<file path="config.mk">
export PLATFORM = sky130hd
export DESIGN_NAME = adc_dac_test_sequencer
export DESIGN_NICKNAME = d
export VERILOG_FILES = /design/src/rtl/adc_dac_test_sequencer.sv
export SDC_FILE = /design/constraint.sdc
export NUM_CORES = 1
export LEC_CHECK = 0
export ABC_AREA = 1
export ABC_CLOCK_PERIOD_IN_PS = 2600
export CORE_MARGIN = 10
export CORE_UTILIZATION = 23
export DETAILED_ROUTE_END_ITERATION = 10
export MAX_ROUTING_LAYER = met4
export PLACE_DENSITY = 0.49
export REMOVE_ABC_BUFFERS = 1
export SETUP_SLACK_MARGIN = 0.15
export SYNTH_ARGS = -nofsm -noshare
export SYNTH_HDL_FRONTEND = slang
export SYNTH_SLANG_ARGS = --single-unit
</file>
<file path="constraint.sdc">
create_clock -name clk_in -period 2.6 [get_ports clk_in]
set_input_delay 0.26 -clock clk_in [delete_from_list [all_inputs] [get_ports clk_in]]
set_output_delay 0.26 -clock clk_in [all_outputs]
set_load 0.005 [all_outputs]
</file>
<file path="src/rtl/adc_dac_test_sequencer.sv">
// rtl/adc_dac_test_sequencer.sv - ADC/DAC bring-up sequencer: driver reset pulse, DAC routing, LED and min/max tracking
//
// Ports:
//   clk_in        system clock
//   rst_in        synchronous active-high reset
//   adc_in        N_CH packed ADC samples, channel k at [k*W +: W]
//   auto_en_in    enable periodic auto-reset
//   trig_in       single-cycle manual reset request (honoured in RUN only)
//   sel0_in       channel routed to DAC0, also drives LEDs and min/max
//   sel1_in       channel routed to DAC1
//   mode0_in      DAC0 mode: 0 copy, 1 invert, 2 ramp, 3 hold
//   mode1_in      DAC1 mode, same encoding
//   clr_stats_in  reload min/max to their empty values
//   rst_out       reset to the ADC/DAC drivers
//   ready_out     high while in RUN
//   dac0_out      DAC0 sample
//   dac1_out      DAC1 sample
//   led_out       inverted MSBs of channel sel0_in
//   min_out       signed minimum of channel sel0_in since clear
//   max_out       signed maximum of channel sel0_in since clear

module adc_dac_test_sequencer #(
    parameter int N_CH       = 4,
    parameter int W          = 16,
    parameter int PRESCALE   = 100,
    parameter int PERIOD     = 10000000,
    parameter int RST_LEN    = 1000000,
    parameter int SETTLE_LEN = 1000,
    parameter int LED_BITS   = 4,
    parameter int RAMP_STEP  = 8,
    localparam int SW        = (N_CH > 1) ? $clog2(N_CH) : 1
) (
    input  logic                clk_in,
    input  logic                rst_in,
    input  logic [N_CH*W-1:0]   adc_in,
    input  logic                auto_en_in,
    input  logic                trig_in,
    input  logic [SW-1:0]       sel0_in,
    input  logic [SW-1:0]       sel1_in,
    input  logic [1:0]          mode0_in,
    input  logic [1:0]          mode1_in,
    input  logic                clr_stats_in,
    output logic                rst_out,
    output logic                ready_out,
    output logic [W-1:0]        dac0_out,
    output logic [W-1:0]        dac1_out,
    output logic [LED_BITS-1:0] led_out,
    output logic [W-1:0]        min_out,
    output logic [W-1:0]        max_out
);

    localparam int PW      = (PRESCALE > 1) ? $clog2(PRESCALE) : 1;
    localparam int RUN_LEN = PERIOD - RST_LEN - SETTLE_LEN;

    localparam logic [W-1:0] MID    = {1'b1, {(W-1){1'b0}}};
    localparam logic [W-1:0] POSMAX = {1'b0, {(W-1){1'b1}}};
    localparam logic [W-1:0] STEP   = W'(RAMP_STEP);

    localparam logic [1:0] M_COPY   = 2'd0;
    localparam logic [1:0] M_INVERT = 2'd1;
    localparam logic [1:0] M_RAMP   = 2'd2;

    typedef enum logic [1:0] {
        S_RST_HOLD = 2'd0,
        S_SETTLE   = 2'd1,
        S_RUN      = 2'd2
    } state_t;

    state_t         state;
    logic [PW-1:0]  presc;
    logic [31:0]    tick_cnt;
    logic           tick;
    logic           run;
    logic [W-1:0]   ch0_s;
    logic [W-1:0]   ch1_s;
    logic [W-1:0]   ramp0;
    logic [W-1:0]   ramp1;

    assign tick = (presc == PW'(PRESCALE - 1));
    assign run  = (state == S_RUN);

    // Channel mux; any select value without a matching channel falls back to channel 0.
    always_comb begin
        ch0_s = adc_in[W-1:0];
        ch1_s = adc_in[W-1:0];
        for (int k = 0; k < N_CH; k++) begin
            if (sel0_in == SW'(k)) ch0_s = adc_in[k*W +: W];
            if (sel1_in == SW'(k)) ch1_s = adc_in[k*W +: W];
        end
    end

    function automatic logic [W-1:0] route(input logic [1:0] mode, input logic [W-1:0] ch,
                                           input logic [W-1:0] ramp, input logic [W-1:0] cur);
        case (mode)
            M_COPY:   route = ch;
            M_INVERT: route = ~ch;
            M_RAMP:   route = ramp;
            default:  route = cur;
        endcase
    endfunction

    // Sequencer: prescaler, tick counter and the reset/settle/run state machine.
    always_ff @(posedge clk_in) begin
        if (rst_in) begin
            state     <= S_RST_HOLD;
            presc     <= '0;
            tick_cnt  <= '0;
            rst_out   <= 1'b1;
            ready_out <= 1'b0;
        end else begin
            presc <= tick ? '0 : presc + 1'b1;
            case (state)
                S_RST_HOLD: begin
                    if (tick) begin
                        if (tick_cnt >= 32'(RST_LEN - 1)) begin
                            state    <= S_SETTLE;
                            rst_out  <= 1'b0;
                            tick_cnt <= '0;
                        end else begin
                            tick_cnt <= tick_cnt + 32'd1;
                        end
                    end
                end
                S_SETTLE: begin
                    if (tick) begin
                        if (tick_cnt >= 32'(SETTLE_LEN - 1)) begin
                            state     <= S_RUN;
                            ready_out <= 1'b1;
                            tick_cnt  <= '0;
                        end else begin
                            tick_cnt <= tick_cnt + 32'd1;
                        end
                    end
                end
                S_RUN: begin
                    // A manual trigger and an auto-expiry in the same cycle collapse into one restart.
                    if (trig_in || (tick && auto_en_in && tick_cnt >= 32'(RUN_LEN - 1))) begin
                        state     <= S_RST_HOLD;
                        rst_out   <= 1'b1;
                        ready_out <= 1'b0;
                        tick_cnt  <= '0;
                    end else if (tick && tick_cnt < 32'(RUN_LEN - 1)) begin
                        // Saturates at the expiry value so enabling auto-reset later restarts on the next tick.
                        tick_cnt <= tick_cnt + 32'd1;
                    end
                end
                default: begin
                    state     <= S_RST_HOLD;
                    rst_out   <= 1'b1;
                    ready_out <= 1'b0;
                    tick_cnt  <= '0;
                end
            endcase
        end
    end

    // DAC routing. A ramp register sits at midscale whenever its output is not ramping in RUN,
    // so entering ramp mode always starts the sequence at midscale.
    always_ff @(posedge clk_in) begin
        if (rst_in) begin
            dac0_out <= '0;
            dac1_out <= '0;
            ramp0    <= MID;
            ramp1    <= MID;
        end else begin
            ramp0 <= (run && mode0_in == M_RAMP) ? ramp0 + STEP : MID;
            ramp1 <= (run && mode1_in == M_RAMP) ? ramp1 + STEP : MID;
            if (run) begin
                dac0_out <= route(mode0_in, ch0_s, ramp0, dac0_out);
                dac1_out <= route(mode1_in, ch1_s, ramp1, dac1_out);
            end else begin
                dac0_out <= '0;
                dac1_out <= '0;
            end
        end
    end

    // LEDs follow the sel0 channel in every state; min/max only track while in RUN.
    always_ff @(posedge clk_in) begin
        if (rst_in) begin
            led_out <= '1;
            min_out <= POSMAX;
            max_out <= MID;
        end else begin
            led_out <= ~ch0_s[W-1 -: LED_BITS];
            if (clr_stats_in) begin
                min_out <= POSMAX;
                max_out <= MID;
            end else if (run) begin
                if ($signed(ch0_s) < $signed(min_out)) min_out <= ch0_s;
                if ($signed(ch0_s) > $signed(max_out)) max_out <= ch0_s;
            end
        end
    end

endmodule

</file>
==> flow_metrics.env <==
export IMPL_outcome="finished, final reports clean"
export IMPL_timing_critical_path_buf_inv=4
export IMPL_grt_usage=0.1446
export IMPL_nNetsFinal=1591
export IMPL_critical_path_top_delay_family="buffers and inverters"
export IMPL_min_period_over_period=0.9406
export IMPL_wl_per_cell_um=16.33
export IMPL_hold_violations=0
export IMPL_drive_gt1_frac=0.2052
export IMPL_die_width_um=209.4
export IMPL_synth_cell_type_count=46
export IMPL_finClkSkew_ns=0.01485
export IMPL_cp_common_cell="buf_4"
export IMPL_synthCells=1213
export IMPL_cp_max_fo=5
export IMPL_wirelength_um=31880
export IMPL_grt_start_max_net_pins=33
export IMPL_cts_sinks=137
export IMPL_grt_pass1_vias=8687
export IMPL_start_kind="primary input"
export IMPL_r2r_start="presc[0]$_SDFF_PP0_"
export IMPL_place_congestion=0.8995
export IMPL_worstMarginPinSlew_ns=0.5197
export IMPL_rows=69
export IMPL_clk_pin_slew_ns=0.07
export IMPL_yosys_warnings=0
export IMPL_n_fill_cell=3697
export IMPL_final_cell_area_um2=12440
export IMPL_synthFlopType="dfxtp_1"
export IMPL_ys_seq_area_frac=0.3326
export IMPL_syn_area_um2=8247
export IMPL_detail_route_antenna_nets=0
export IMPL_grt_pass1_wl_um=48850
export IMPL_die_height_um=209.4
export IMPL_max_freq_ghz=0.4089
export IMPL_syn2layout_area_growth_pct=50.80
export IMPL_hold_start="tick_cnt[26]$_SDFFE_PP0P_"
export IMPL_numCtsBuffers=17
export IMPL_synth_edff_count=0
export IMPL_postSynthAreaPerCell_um2=6.799
export IMPL_critPathSlowestCell="clkdlybuf4s50_1"
export IMPL_finalSetupViolCount=0
export IMPL_final_core_util=0.3505
export IMPL_synth_seq_cells=137
export IMPL_power_density_nw_per_um2=460.2
export IMPL_detail_route_iter0_violations=511
export IMPL_cts_hold_fix_buffers=0
export IMPL_async_reset_ff_frac=0
export IMPL_peakVddDrop_mv=0.4510
export IMPL_cpPeakStageDelay_ns=0.47
export IMPL_r2r_cells=13
export IMPL_relSlewSlack=0.6499
export IMPL_drtPass1Iterations=8
export IMPL_endpoint_kind="flop"
export IMPL_die_area_um2=43830
export IMPL_min_period_ns=2.446
export IMPL_grt_antenna_before_repair=5
export IMPL_io_pins=147
export IMPL_worstPathRequired_ns=2.91
export IMPL_cts_max_level=4
export IMPL_vias=9014
export IMPL_reg2reg_to="tick_cnt[12]$_SDFFE_PP0P_"
export IMPL_place_area_um2=10970
export IMPL_crit_chain="clkdlybuf4s50_1, o21ai_0, a22oi_1, buf_4, ha_1, a21oi_2, nor2_1, a211oi_2, nand2_2, nand2_4, nand3_4, buf_4, buf_16, nand4_1, nand3_1"
export IMPL_hp_class="flop to flop"
export IMPL_min_to="tick_cnt[26]$_SDFFE_PP0P_"
export IMPL_core_um2=35480
export IMPL_initial_core_util=0.2324
export IMPL_rsz0062_at_grt="true"
export IMPL_hold_path_depth=2
export IMPL_cts_tree="done"
export IMPL_clock_path_buffers=2
export IMPL_reg2reg_slack_ns=0.43
export IMPL_crit_arrival_ns=2.76
export IMPL_drc_errors=0
export IMPL_insertion_delay_ns=0.44
export IMPL_cap_violations=0
export IMPL_path_class="primary input to flop"
export IMPL_portBuffers=146
export IMPL_power_leakage_uw=0.005292
export IMPL_vias_per_cell=4.618
export IMPL_slew_viol_final=0
export IMPL_root_buffer="clkbuf_16"
export IMPL_dp_hpwl_um=24750
export IMPL_overflow=0
==> registers in the layout (all words and copies together), names as in the netlist <==
name,count
rst_out,1
led_out,4
ramp1,13
state,2
ramp0,13
dac1_out,16
tick_cnt,32
ready_out,1
presc,7
dac0_out,16
max_out,16
min_out,16
==> cell usage after synthesis, types with 2 or more instances <==
library cell,number,area [µm²]
nor3_2,2,20.02
nor2_1,92,345.3
clkbuf_1,36,135.1
nand2_1,241,904.6
nor2_2,4,25.02
o2111ai_1,10,87.58
nand3b_1,2,15.01
a21o_1,2,15.01
xor2_1,13,113.9
buf_6,6,67.56
o22ai_1,6,37.54
nor3_1,21,105.1
nand2_4,4,45.04
nand3_1,64,320.3
nor3b_1,3,22.52
o21ai_0,128,640.6
nand3_2,3,30.03
buf_1,2,7.510
a211oi_1,7,52.55
o21a_1,4,30.03
o211ai_1,36,270.3
or2_2,2,12.51
nand2_2,7,43.79
nor4_1,7,43.79
a21oi_1,106,530.5
inv_2,6,22.52
a22oi_1,4,30.03
ha_1,41,513.0
buf_2,10,50.05
a31oi_1,5,31.28
buf_4,5,37.54
dfxtp_1,137,2743
inv_1,153,574.3
and3_1,3,18.77
nand4_1,29,181.4
nand3_4,2,35.03
==> per-layer routing <==
layer | vias up | global-route usage | wire (µm)
li1 | 4614 | - | -
met1 | 4153 | 0.1781 | 14720
met2 | 203 | 0.2291 | 15020
met3 | 44 | 0.02554 | 1325
met4 | 0 | 0.06003 | 810
met5 | - | - | 0
==> worst max-delay path by stage <==
stage	startpoint	endpoint	slack, ns	cells past startpoint
4_1_cts	sel0_in[1]	max_out[2]$_SDFFE_PP0P_	0.13	19
3_5_place_dp	sel0_in[0]	max_out[7]$_SDFFE_PP0P_	-0.88	17
2_1_floorplan	state[1]$_SDFFE_PP0P_	ramp1[15]$_SDFF_PP1_	-0.47	9
6_report	adc_in[37]	min_out[7]$_SDFFE_PP1P_	0.15	15
5_1_grt	sel0_in[0]	max_out[5]$_SDFFE_PP0P_	0.04	20
3_3_place_gp	sel0_in[1]	max_out[7]$_SDFFE_PP0P_	-0.83	20
==> cell type report <==
type | instances | area, µm² | share of cell area
antenna | 5 | 12.51 | 0.001006
clock buffer | 18 | 429.2 | 0.03451
clock inverter | 14 | 160.2 | 0.01288
inverter | 161 | 623.1 | 0.05011
multi-input combinational | 858 | 5051 | 0.4062
sequential | 137 | 2743 | 0.2205
tap | 461 | 576.8 | 0.04638
timing repair buffer | 298 | 2840 | 0.2284
==> cells in the final DEF, fill, tap and decap left out, drive strengths merged, types with 2 or more instances in the layout <==
cell,count
nand2,253
inv,165
buf,153
dfxtp,137
o21ai,129
clkdlybuf4s50,123
a21oi,106
nor2,97
nand3,70
ha,41
o211ai,36
nand4,29
nor3,24
clkbuf,19
dlymetal6s2s,18
xor2,13
o2111ai,10
nor4,7
a211oi,7
clkinv,7
o22ai,6
diode,5
a31oi,5
o21a,4
a22oi,4
nor3b,4
and3,3
dlygate4sd2,3
or2,3
a21o,2
nand3b,2
bufinv,2
==> power by group <==
group	leakage [µW]	internal, µW	switching [µW]	total, µW
sequential	0.00111	2110	3.83	2110
clock	0.000292	1440	1080	2520
combinational	0.00389	524	567	1090
total	0.00529	4070	1650	5720
==> stage by stage <==
stage | total power (µW) | std cells | hold WS, ns | worst slack, ns | TNS [ns]
6_report | 5723 | 1952 | 0.4364 | 0.1544 | 0
3_5_place_dp | 3074 | 1885 | 0.4271 | -0.8763 | -26.45
2_1_floorplan | 2533 | 1154 | 0.3291 | -0.4672 | -15.96
3_3_place_gp | 3069 | 1885 | 0.4265 | -0.8264 | -24.63
4_1_cts | 5673 | 1923 | 0.4371 | 0.1343 | 0
5_1_grt | 5970 | 1952 | 0.4560 | 0.03935 | 0
==> what timing repair did <==
| item | in CTS | in global routing |
|---|---|---|
| pin swaps | 8 | 33 |
| cloned | 3 | 3 |
| gates resized for setup | 58 | 143 |
| setup buffers | 3 | 21 |
| endpoints found under the setup margin | 32 | 34 |
==> cell families (layout without fill, tap and decap cells) <==
| group | Yosys count | after routing | share of synthesized area |
|---|---|---|---|
| AO/OA/AOI/OAI | 312 | 312 | 0.2129 |
| other | 0 | 5 | 0 |
| XOR/XNOR | 13 | 13 | 0.01381 |
| buffers and inverters | 220 | 491 | 0.1100 |
| AND/OR/NAND/NOR | 490 | 492 | 0.2685 |
| adder cells (fa/ha/maj) | 41 | 41 | 0.06221 |
| flip-flops | 137 | 137 | 0.3326 |
==> worst reg2reg max path, cell delays in order (launching register included) <==
cell and delay (ns):
dfxtp_1 0.35, ha_1 0.20, inv_1 0.05, nor4_1 0.26
buf_4 0.18, inv_1 0.05, nor2_1 0.12, nand2_2 0.09
nand2_4 0.10, nand2_2 0.07, nand2_4 0.13, buf_4 0.23
nor2_1 0.06, o21a_1 0.18
No activity file was read; power rests on OpenSTA's default activity.
